## src/rtl/led_blink_arbiter.sv

```systemverilog
// led_blink_arbiter: round-robin sharing of 8 LEDs between NUM_REQ blink-job requesters.
// Each granted job plays pattern-on / all-off phases of TICK_CYCLES each, then pulses done.
module led_blink_arbiter #(
    parameter int CLK_FREQ    = 25_000_000,
    parameter int NUM_REQ     = 4,
    parameter int TICK_CYCLES = CLK_FREQ / 4
) (
    input  logic                 clk,
    input  logic                 rst_n,
    input  logic [NUM_REQ-1:0]   req,
    input  logic [8*NUM_REQ-1:0] pattern,
    input  logic [3*NUM_REQ-1:0] count,
    output logic [NUM_REQ-1:0]   grant,
    output logic [NUM_REQ-1:0]   done,
    output logic                 busy,
    output logic [7:0]           leds
);
    localparam int PW = $clog2(NUM_REQ);
    localparam int TW = TICK_CYCLES > 1 ? $clog2(TICK_CYCLES) : 1;

    typedef enum logic [1:0] {IDLE, ON, OFF} state_t;

    state_t               state_q, state_d;
    logic [TW-1:0]        tick_q, tick_d;
    logic [3:0]           rem_q, rem_d;
    logic [PW-1:0]        rr_q, rr_d, sel;
    logic [7:0]           pat_q, pat_d, leds_d;
    logic [NUM_REQ-1:0]   grant_d, done_d;
    logic                 busy_d, tick_end;
    logic [7:0]           pat_a [NUM_REQ];
    logic [2:0]           cnt_a [NUM_REQ];

    for (genvar i = 0; i < NUM_REQ; i++) begin : g_unpack
        assign pat_a[i] = pattern[8*i +: 8];
        assign cnt_a[i] = count[3*i +: 3];
    end

    // Walking backwards leaves the nearest requester after p as the winner.
    function automatic logic [PW-1:0] rr_pick(input logic [NUM_REQ-1:0] r, input logic [PW-1:0] p);
        logic [PW-1:0] idx;
        rr_pick = p;
        for (int k = NUM_REQ; k >= 1; k--) begin
            idx = PW'((int'(p) + k) % NUM_REQ);
            if (r[idx]) rr_pick = idx;
        end
    endfunction

    assign sel      = rr_pick(req, rr_q);
    assign tick_end = tick_q == TW'(TICK_CYCLES - 1);

    always_ff @(posedge clk) begin
        if (!rst_n) begin
            state_q <= IDLE;
            tick_q  <= '0;
            rem_q   <= '0;
            rr_q    <= PW'(NUM_REQ - 1);
            pat_q   <= '0;
            leds    <= '0;
            grant   <= '0;
            done    <= '0;
            busy    <= 1'b0;
        end else begin
            state_q <= state_d;
            tick_q  <= tick_d;
            rem_q   <= rem_d;
            rr_q    <= rr_d;
            pat_q   <= pat_d;
            leds    <= leds_d;
            grant   <= grant_d;
            done    <= done_d;
            busy    <= busy_d;
        end
    end

    always_comb begin
        state_d = state_q;
        tick_d  = tick_q;
        rem_d   = rem_q;
        rr_d    = rr_q;
        pat_d   = pat_q;
        if (state_q == IDLE) begin
            if (|req) begin
                state_d = ON;
                tick_d  = '0;
                rr_d    = sel;
                pat_d   = pat_a[sel];
                rem_d   = cnt_a[sel] == 3'd0 ? 4'd8 : {1'b0, cnt_a[sel]};
            end
        end else if (!req[rr_q]) begin
            state_d = IDLE;
            tick_d  = '0;
        end else if (tick_end) begin
            tick_d  = '0;
            state_d = state_q == ON ? OFF : (rem_q == 4'd1 ? IDLE : ON);
            rem_d   = state_q == OFF ? rem_q - 4'd1 : rem_q;
        end else begin
            tick_d  = tick_q + TW'(1);
        end
    end

    // Outputs are the registered image of the next state, so they line up with it.
    always_comb begin
        leds_d  = state_d == ON ? pat_d : 8'h00;
        grant_d = state_d == IDLE ? '0 : NUM_REQ'(1) << rr_d;
        busy_d  = state_d != IDLE;
        done_d  = (state_q == OFF && state_d == IDLE && req[rr_q]) ? NUM_REQ'(1) << rr_q : '0;
    end
endmodule

```

## config.mk

```make
export PLATFORM = sky130hd
export DESIGN_NAME = led_blink_arbiter
export DESIGN_NICKNAME = d
export VERILOG_FILES = /design/src/rtl/led_blink_arbiter.sv
export SDC_FILE = /design/constraint.sdc
export NUM_CORES = 1
export LEC_CHECK = 0
export CORE_AREA = 2 2 105 107
export CTS_BUF_LIST = sky130_fd_sc_hd__clkbuf_4 sky130_fd_sc_hd__clkbuf_8
export DETAILED_ROUTE_END_ITERATION = 8
export DIE_AREA = 0 0 107 109
export PLACE_DENSITY = 0.58
export REMOVE_ABC_BUFFERS = 1
export SKIP_LAST_GASP = 1
export SYNTH_ARGS = -nofsm -noshare
export SYNTH_HDL_FRONTEND = slang
export SYNTH_SLANG_ARGS = --single-unit
```

## constraint.sdc

```tcl
create_clock -name clk -period 2.8 [get_ports clk]
set_clock_uncertainty 0.05 [all_clocks]
set_input_delay 0.56 -clock clk [delete_from_list [all_inputs] [get_ports clk]]
set_output_delay 0.56 -clock clk [all_outputs]
set_load 0.02 [all_outputs]
```

Yosys cells after proc, flatten, opt, wreduce, memory -nomap -nowiden:

Cells that the tools add are included.

* bits in registers: 56
* input bits: 50

* $add $sub $neg: 6
* $lt $le $gt $ge: 6
* equality and inequality tests: 6
* shifts and indexed selects: 2
* mux-type cells: 40
* bitwise gates (word level): 2
* reduce and logical (&&, ||, !) cells: 14

Operators with widths (count)
* 23-bit two-way mux: 4
* 8-bit two-way mux: 4
* 4-bit two-way mux: 6
* 23-bit by 1-bit adder with 23-bit output, second input constant: 1
* 23-bit == test, second input constant: 1
* 2-bit two-way mux: 11
* 8-bit binary-select mux with 2-bit select: 1
* 2-bit by 3-bit < comparator with 1-bit output, second input constant: 5
* 1-bit binary-select mux with 2-bit select: 5
* 2-bit nonzero test: 4
* 1-bit by 2-bit << shifter with 4-bit output, first input constant: 2
* 3-bit binary-select mux with 2-bit select: 1
* 1-bit two-way mux: 6
* 3-bit two-way mux: 2
* 2-bit by 1-bit adder with 2-bit output, second input constant: 2
* 2-bit adder, second input constant: 2
* 2-bit by 1-bit == test with 1-bit output, second input constant: 2
* 4-bit by 1-bit == test with 1-bit output, second input constant: 1
* 2-bit logical NOT: 2
* 2-bit AND reduction: 2
* 4-bit AND reduction: 1
* 4-bit OR reduction: 1
* 4-bit by 1-bit subtractor with 4-bit output, second input constant: 1
* 3-bit >= comparator, second input constant: 1
* 7 further kinds: 8

Logic depth before layout (Yosys ltp):

* depth after elaboration: 15
* mapped depth: 9
* depth with buffers taken out: 8

Worst setup path after synthesis:

No wires, ideal clock.

* path kind: reg-to-reg
* from: reg tick_q[4]
* to: reg rem_q[3]
* library setup time: 92 ps
* arrival: 1981 ps
* required time: 2658 ps
* path slack: 676 ps
* stages on the path, launching flop included: 7
* buffers on the path: 0
* period minus slack after synthesis: 2124 ps
* cells stage by stage: dfxtp_1 or4_4 nor3_2 nand3_1 or3_1 mux2_2 o32ai_1

* cells in the longest elaborated chain, start to end: 3

Ends and longest elaborated chain
* start, declared: line 24 `logic [TW-1:0] tick_q, tick_d;`
* start signal, assigned: line 64 `tick_q <= tick_d;`
* 23-bit == test: line 49 `assign tick_end = tick_q == TW'(TICK_CYCLES - 1);`
* 2-bit nonzero test (no line)
* 4-bit AND reduction (no line)
* end signal, assigned: line 65 `rem_q <= rem_d;`
* end, declared: line 25 `logic [3:0] rem_q, rem_d;`

Every way passes these cells.
A chain may end at the register's enable or synchronous reset.

Worst setup path in the final report:

* from: in req[0]
* to: reg tick_q[20]

* cells in the longest elaborated chain, start to end: 4
* elaborated cells on any way between the ends: 6
* those cells by class: eq/ne (1); mux (4); reduce/logical (1)

Ends and longest elaborated chain
* start, declared: line 10 `input logic [NUM_REQ-1:0] req,`
* 1-bit binary-select mux with 2-bit select: line 89 `end else if (!req[rr_q]) begin`
* 1-bit two-way mux (not written as such): line 89
* 23-bit two-way mux: line 89
* 23-bit two-way mux: line 81 `if (state_q == IDLE) begin`

Several ways; a longest one is shown, not always the timed one. The select of a mux whose other input is x is not followed.

==> run summary <==
Required @ worst endpoint - 2.96 ns
EDFF count, synth - 0
Comb pwr share - 0.294
Worst path depth - 6
Detailed Route WL - 8310 um
Critical Path Sink Type - register
Skew-Pair Late Insertion Delay - 0.32 ns
Worst path slowest cell - clkdlybuf4s50_1
CP arrival - 2.64 ns
Std-Cell Core Area - 0.0106 mm2
Setup CP Type - in2reg
Yosys cell types - 55
Yosys reg bits - 56
Crit path largest cell delay - 0.58 ns
Hold crit path type - reg2reg
Final setup viols - 0
Root Buffer - clkbuf_8
Crit Reg-Reg Startpoint - tick_q[0]$_SDFFE_PN0P_
CTS buffer count - 5
Clock sinks - 56
Cells along the critical path - clkdlybuf4s50_1 -> mux4_2 -> and2_1 -> a21boi_0 -> a41oi_1 -> a311oi_1
Synth top cells by count - dfxtp_1 (56), nor2_1 (56), inv_1 (24)
Worst r2r path cells - 7
Die width - 107 um
Number of diodes - 0
Gr ovfl total - 0
Bufs and invs on worst path - 1
Synth async-reset ratio - 0
Final cycle utilization of the critical path - 0.885
Switch share - 0.315
Mapped cell area - 0.00290 mm2
Post-DP Area - 0.00390 mm2
Crit path launch type - input pin
Post-cts resize count - 0
Drt first pass iters - 5
Slew Limit Headroom - 0.589
Area leader, netlist - dfxtp_1
Max VDD drop - 0.182 mV
Cells after synthesis - 357
Worst path top cell family by delay - compound AO/OA/AOI/OAI gates
Simple-gate area share of the yosys netlist - 0.261
Avg Synthesized Cell Area - 8.13 um2
Ports - 67
# DRC - 0
GRT Total Usage - 0.143
Pins Over Slew Limit - 0
Synth top area share - 0.386
Fin. Hold Viols - 0
Worst hold path endpoint - tick_q[1]$_SDFFE_PN0P_
R2r setup slk - 0.35 ns
Power Dens Cells - 478 mW/mm2
Warnings, synthesis - 0
Sequential Power Share - 0.461
Internal power - 1.31 mW
I/O Buffers - 66
Postcts setup bufs - 0
Vias - 2853
Area grow syn2layout - 37.7%
Site row count - 38
CTS H-tree lvls - 2
Ranking of synthesized cells by area - dfxtp_1 (39%), nor2_1 (7.2%), a211oi_1 (4.1%), a31oi_1 (3.7%), inv_1 (3.1%)
Clock power frac - 0.245
Outcome - completed
Initial antenna violation count - 0
Share of cells above drive strength 1 - 0.113
Maximum net fanout on the critical path - 7
Via/cell ratio - 4.90
Register area share after synthesis - 0.386
Clk buf depth - 2
Final instance area - 0.00400 mm2
Final min period - 2.48 ns
Static Leakage - 1.50 nW
Pin count of the biggest net entering global routing - 20
RR Endpoint - rem_q[3]$_SDFFE_PN0P_
Multiplexer share of the synthesized area - 0.0237
Initial Util - 0.274
First-pass GRT wire length - 13500 um
Final ANT Viol Nets - 0
Xor-xnor portion of the synthesized cell area - 0.0573
Detailed Place HPWL - 6470 um
Hold Path Depth - 2
Number of DRC markers in iteration 0 - 108
Fmax achieved - 403 MHz
Max Cap Violations - 0
Unrepaired setup endpoints after global routing - false
Hold slack - 0.439 ns
Die Y - 109 um
Nets - 494
Die ar. - 0.0117 mm2
Most used DFF post-synth - dfxtp_1
Post-synthesis compound-gate area fraction - 0.201
Switching power - 0.602 mW
Final Wtd Congestion - 0.801
CTS tree - built
Vias in the first global route - 2839
Hold_sp - tick_q[1]$_SDFFE_PN0P_
Routed len/inst - 14.3 um
CTS hold repair buffers - 0
Worst Tran Pin Value - 0.612 ns
Largest family of logic cells by synthesized area - simple AND/OR/NAND/NOR gates
Worst-path clk slew - 0.10 ns
Synth Area in Adders - 0.0129
placed cells by master, fill, tap and decap left out, types with 2 or more instances in the layout:
cell type        synthesis  routed
a22oi_1                  2       2
ha_1                     3       3
nor2b_1                  4       4
nand3b_1                 2       2
nand3_1                 15      15
nand2b_1                 4       4
and4_1                   2       2
xor2_1                   9       9
o21ai_1                  0       2
a221oi_1                 5       5
dfxtp_1                 56      56
or2_2                    2       2
inv_1                   24      24
nor2_1                  56      56
xnor2_1                 10      10
o31a_1                   9       9
a211oi_1                16      16
buf_4                    0      29
or3_1                    4       4
and3_1                   9       9
o21a_1                   3       3
mux2i_1                  2       2
o21ai_0                  6       4
nand4_1                  5       5
a31oi_1                 17      17
nor3_1                  10      10
clkbuf_8                 0       5
a21boi_0                 3       3
nor3b_1                  2       2
a21oi_1                  8       8
clkdlybuf4s50_1          0      66
nand2_1                 23      23
a41oi_1                  2       2
nor4_1                   3       3
state kept, by name, summed over array words and instances (netlist names):
register  cells
rr_q          2
busy          1
done          4
rem_q         4
state_q       2
tick_q       23
leds          8
pat_q         8
grant         4
worst reg2reg max path: cells and delay by family, from the launching register on:
family | cells | cell delay, ns
flip-flops | 1 | 0.39
AND/OR/NAND/NOR | 4 | 1.35
AO/OA/AOI/OAI | 1 | 0.11
multiplexers | 1 | 0.26
adder cells (fa/ha/maj) | 1 | 0.20
worst max-delay path by stage:
stage               slack (ns)                       to                   start
finish                    0.32  tick_q[20]$_SDFFE_PN0P_                  req[0]
global route              0.14    rem_q[3]$_SDFFE_PN0P_  tick_q[0]$_SDFFE_PN0P_
CTS                       0.34    rem_q[1]$_SDFFE_PN0P_                  req[0]
detailed placement        0.02    rem_q[1]$_SDFFE_PN0P_                  req[0]
global placement          0.06  tick_q[19]$_SDFFE_PN0P_                  req[2]
floorplan                -0.47    rem_q[1]$_SDFFE_PN0P_                  req[1]
kinds of logic after synthesis:
| group | Yosys count |
|---|---|
| mux | 5 |
| xor+xnor | 19 |
| buf+inv | 43 |
| fa+ha+maj | 3 |
| simple gates | 150 |
| flops | 56 |
| compound gates | 81 |
area by class of cell:
class	instances	area, um2
Fill cell	1085	6610
Clock buffer	5	68.8
Tap cell	140	175
Inverter	24	90.1
Timing Repair Buffer	96	898
Clock inverter	3	27.5
Sequential cell	56	1120
Multi-Input combinational cell	258	1620
stage by stage:
| step | total power [mW] | TNS, ns | std cells | setup slack, ns | utilization |
|---|---|---|---|---|---|
| global route | 2.02 | 0 | 582 | 0.139 | 0.377 |
| global placement | 1.45 | 0 | 574 | 0.0558 | 0.368 |
| CTS | 1.93 | 0 | 582 | 0.344 | 0.377 |
| finish | 1.91 | 0 | 582 | 0.321 | 0.377 |
| detailed placement | 1.46 | 0 | 574 | 0.0231 | 0.368 |
| floorplan | 1.19 | -7.34 | 338 | -0.471 | - |
power by group through the flow:
| stage | Sequential, mW | Clock, mW | Combinational, mW |
|---|---|---|---|
| final | 0.881 | 0.468 | 0.563 |
| after global routing | 0.888 | 0.513 | 0.617 |
| after CTS | 0.882 | 0.482 | 0.565 |
| after detailed placement | 0.900 | 0 | 0.561 |
| after global placement | 0.898 | 0 | 0.555 |
| after floorplan | 0.919 | 0 | 0.273 |
layer usage:
metal  share of wire  vias up  track usage
li1                -     1445            -
met1            0.46     1296        0.181
met2            0.46      100        0.249
met3           0.067       12       0.0299
met4           0.014        0       0.0380
met5               0        -            0
Note: power is estimated with default switching activity, not from simulation.
==> RTL edit (same flow settings) <==
The parameter `CLK_FREQ` goes from 25_000_000 to 50_000_000.
--- a/src/rtl/led_blink_arbiter.sv
+++ b/src/rtl/led_blink_arbiter.sv
@@ -1,7 +1,7 @@
 // led_blink_arbiter: round-robin sharing of 8 LEDs between NUM_REQ blink-job requesters.
 // Each granted job plays pattern-on / all-off phases of TICK_CYCLES each, then pulses done.
 module led_blink_arbiter #(
-    parameter int CLK_FREQ    = 25_000_000,
+    parameter int CLK_FREQ    = 50_000_000,
     parameter int NUM_REQ     = 4,
     parameter int TICK_CYCLES = CLK_FREQ / 4
 ) (
Check against the original RTL: no difference found for any inputs over 4 cycles, from zero or initial values and one cycle with rst_n low; that may be too few to reach the edited logic, so the function may still have changed.
==> RTL edit against the original RTL <==
- combinational power up 13%
- worst hold slack better by 0.0022 ns
- core utilization down 0.53 points
- worst setup slack worse by 0.051 ns
- global-route usage down 1.7 points
- design area down 1.4%
- routed wire length down 17%
- sequential cell count up 1
- critical path depth up 1
- synthesized area down 3.8%
- critical path type unchanged
- power up 29%
==> RTL edit: results (changes against the original RTL) <==
metric	value	unit	change
status	completed		unchanged
routability cong.	0.803		was 0.801
Pleak	1.43	nW	was 1.50 nW
post-CTS resize count	0		unchanged
fin nets	445		was 494
Unique masters post-synth	50		was 55
peak supply drop	309	uV	was 182 uV
M1 WL	3130	um	was 3810 um
WL final	6910	um	was 8310 um
Placed Area	3710	um2	was 3900 um2
# H-tree levels	3		was 2
CP max-delay cell	clkdlybuf4s50_1		unchanged
layout cells sized above 1	13.6	%	was 11.3%
total number of vias	2464		was 2,853
largest net degree at the start of global routing	24		was 20
clk_lat worst skew	0.34	ns	was 0.32 ns
total track usage	12.7	%	was 14.3%
Compound-Gate Fraction of Synth Area	10.0	%	was 20.1%
adder-cell share of the synthesized area	1.34	%	was 1.29%
Reg clk slew, reported paths	0.06	ns	was 0.10 ns
critical path peak fanout	6		was 7
met2 WL	3130	um	was 3820 um
M2 GR Usage	21.2	%	was 24.9%
first-pass GRT wire length	11600	um	was 13,500 um
Critical Path Max Stage Delay	0.53	ns	was 0.58 ns
largest cells by area after synthesis	dfxtp_1 41%, nor2_1 6.7%, mux2i_1 5.7%		was dfxtp_1 39%, nor2_1 7.2%, a211oi_1 4.1%
CTS buffer count	9		was 5
Util after Layout	37.2	%	was 37.7%
Post-Synth XOR/XNOR Area	6.90	%	was 5.73%
Top Registers	tick_q (24), leds (8), pat_q (8)		was tick_q (23), leds (8), pat_q (8)
met3 Usage GRT	5.20	%	was 2.99%
post-DP HPWL	5290	um	was 6470 um
drt pass-1 iters	4		was 5
DR WL met3	564	um	was 559 um
synth cell count leaders	57 x dfxtp_1, 50 x nor2_1, 34 x nand2_1		was 56 x dfxtp_1, 56 x nor2_1, 24 x inv_1
DR iter-0 viols	53		was 108
fillers	1092		was 1,085
Arr. time, crit path	2.75	ns	was 2.64 ns
sequential share of the synthesized area	40.9	%	was 38.6%
post-synthesis mux area share	9.37	%	was 2.37%
worst-margin pin slew	0.555	ns	was 0.612 ns
critical path's top delay family	simple AND/OR/NAND/NOR gates		was compound AO/OA/AOI/OAI gates
## RTL edit: cell count changes after synthesis, moves of 9 or more
cell,change
nor2b_1,+10
inv_1,-20
mux2i_1,+14
a31oi_1,-17
clkbuf_1,-9
nand2_1,+11
o31a_1,-9
a211oi_1,-15
## RTL edit: area by class of cell
| class | instances | area share (%) |
|---|---|---|
| clock inverters | 2 | 1.52 |
| well taps | 140 | 4.45 |
| clock buffers | 14 | 4.41 |
| flip-flops and latches | 57 | 29.0 |
| repair buffers | 81 | 19.9 |
| multi-input cells | 239 | 40.3 |
| inverters | 4 | 0.381 |
## RTL edit: metrics by stage
step	cells	setup WS (ns)	total power, mW
global route	537	0.130	2.60
global placement	521	-0.0302	1.59
CTS	537	0.263	2.51
floorplan	300	0.389	1.33
finish	537	0.270	2.47
detailed placement	521	-0.0867	1.59
## RTL edit: where the power goes
| part | internal, mW | switching, mW |
|---|---|---|
| combinational | 0.331 | 0.306 |
| sequential | 0.889 | 0.0448 |
| clock | 0.581 | 0.320 |
## RTL edit: path summary, 6_finish.rpt
kind / from / endpoint / slack [ns] / depth (start not counted)
max: req[1] / rem_q[3]$_SDFFE_PN0P_ / 0.27 / 7
min reg2reg: rem_q[3]$_SDFFE_PN0P_ / rem_q[3]$_SDFFE_PN0P_ / 0.44 / 2
min: rem_q[3]$_SDFFE_PN0P_ / rem_q[3]$_SDFFE_PN0P_ / 0.44 / 2
max reg2reg: rr_q[0]$_SDFF_PN1_ / rem_q[3]$_SDFFE_PN0P_ / 0.44 / 6
## RTL edit: cell families after synthesis
| group | Yosys count |
|---|---|
| AOI/OAI and AO/OA | 33 |
| xor gates and xnor gates | 22 |
| adders and majority gates | 3 |
| buffers and inverters | 13 |
| DFF | 57 |
| muxes | 21 |
| and+or+nand+nor | 160 |
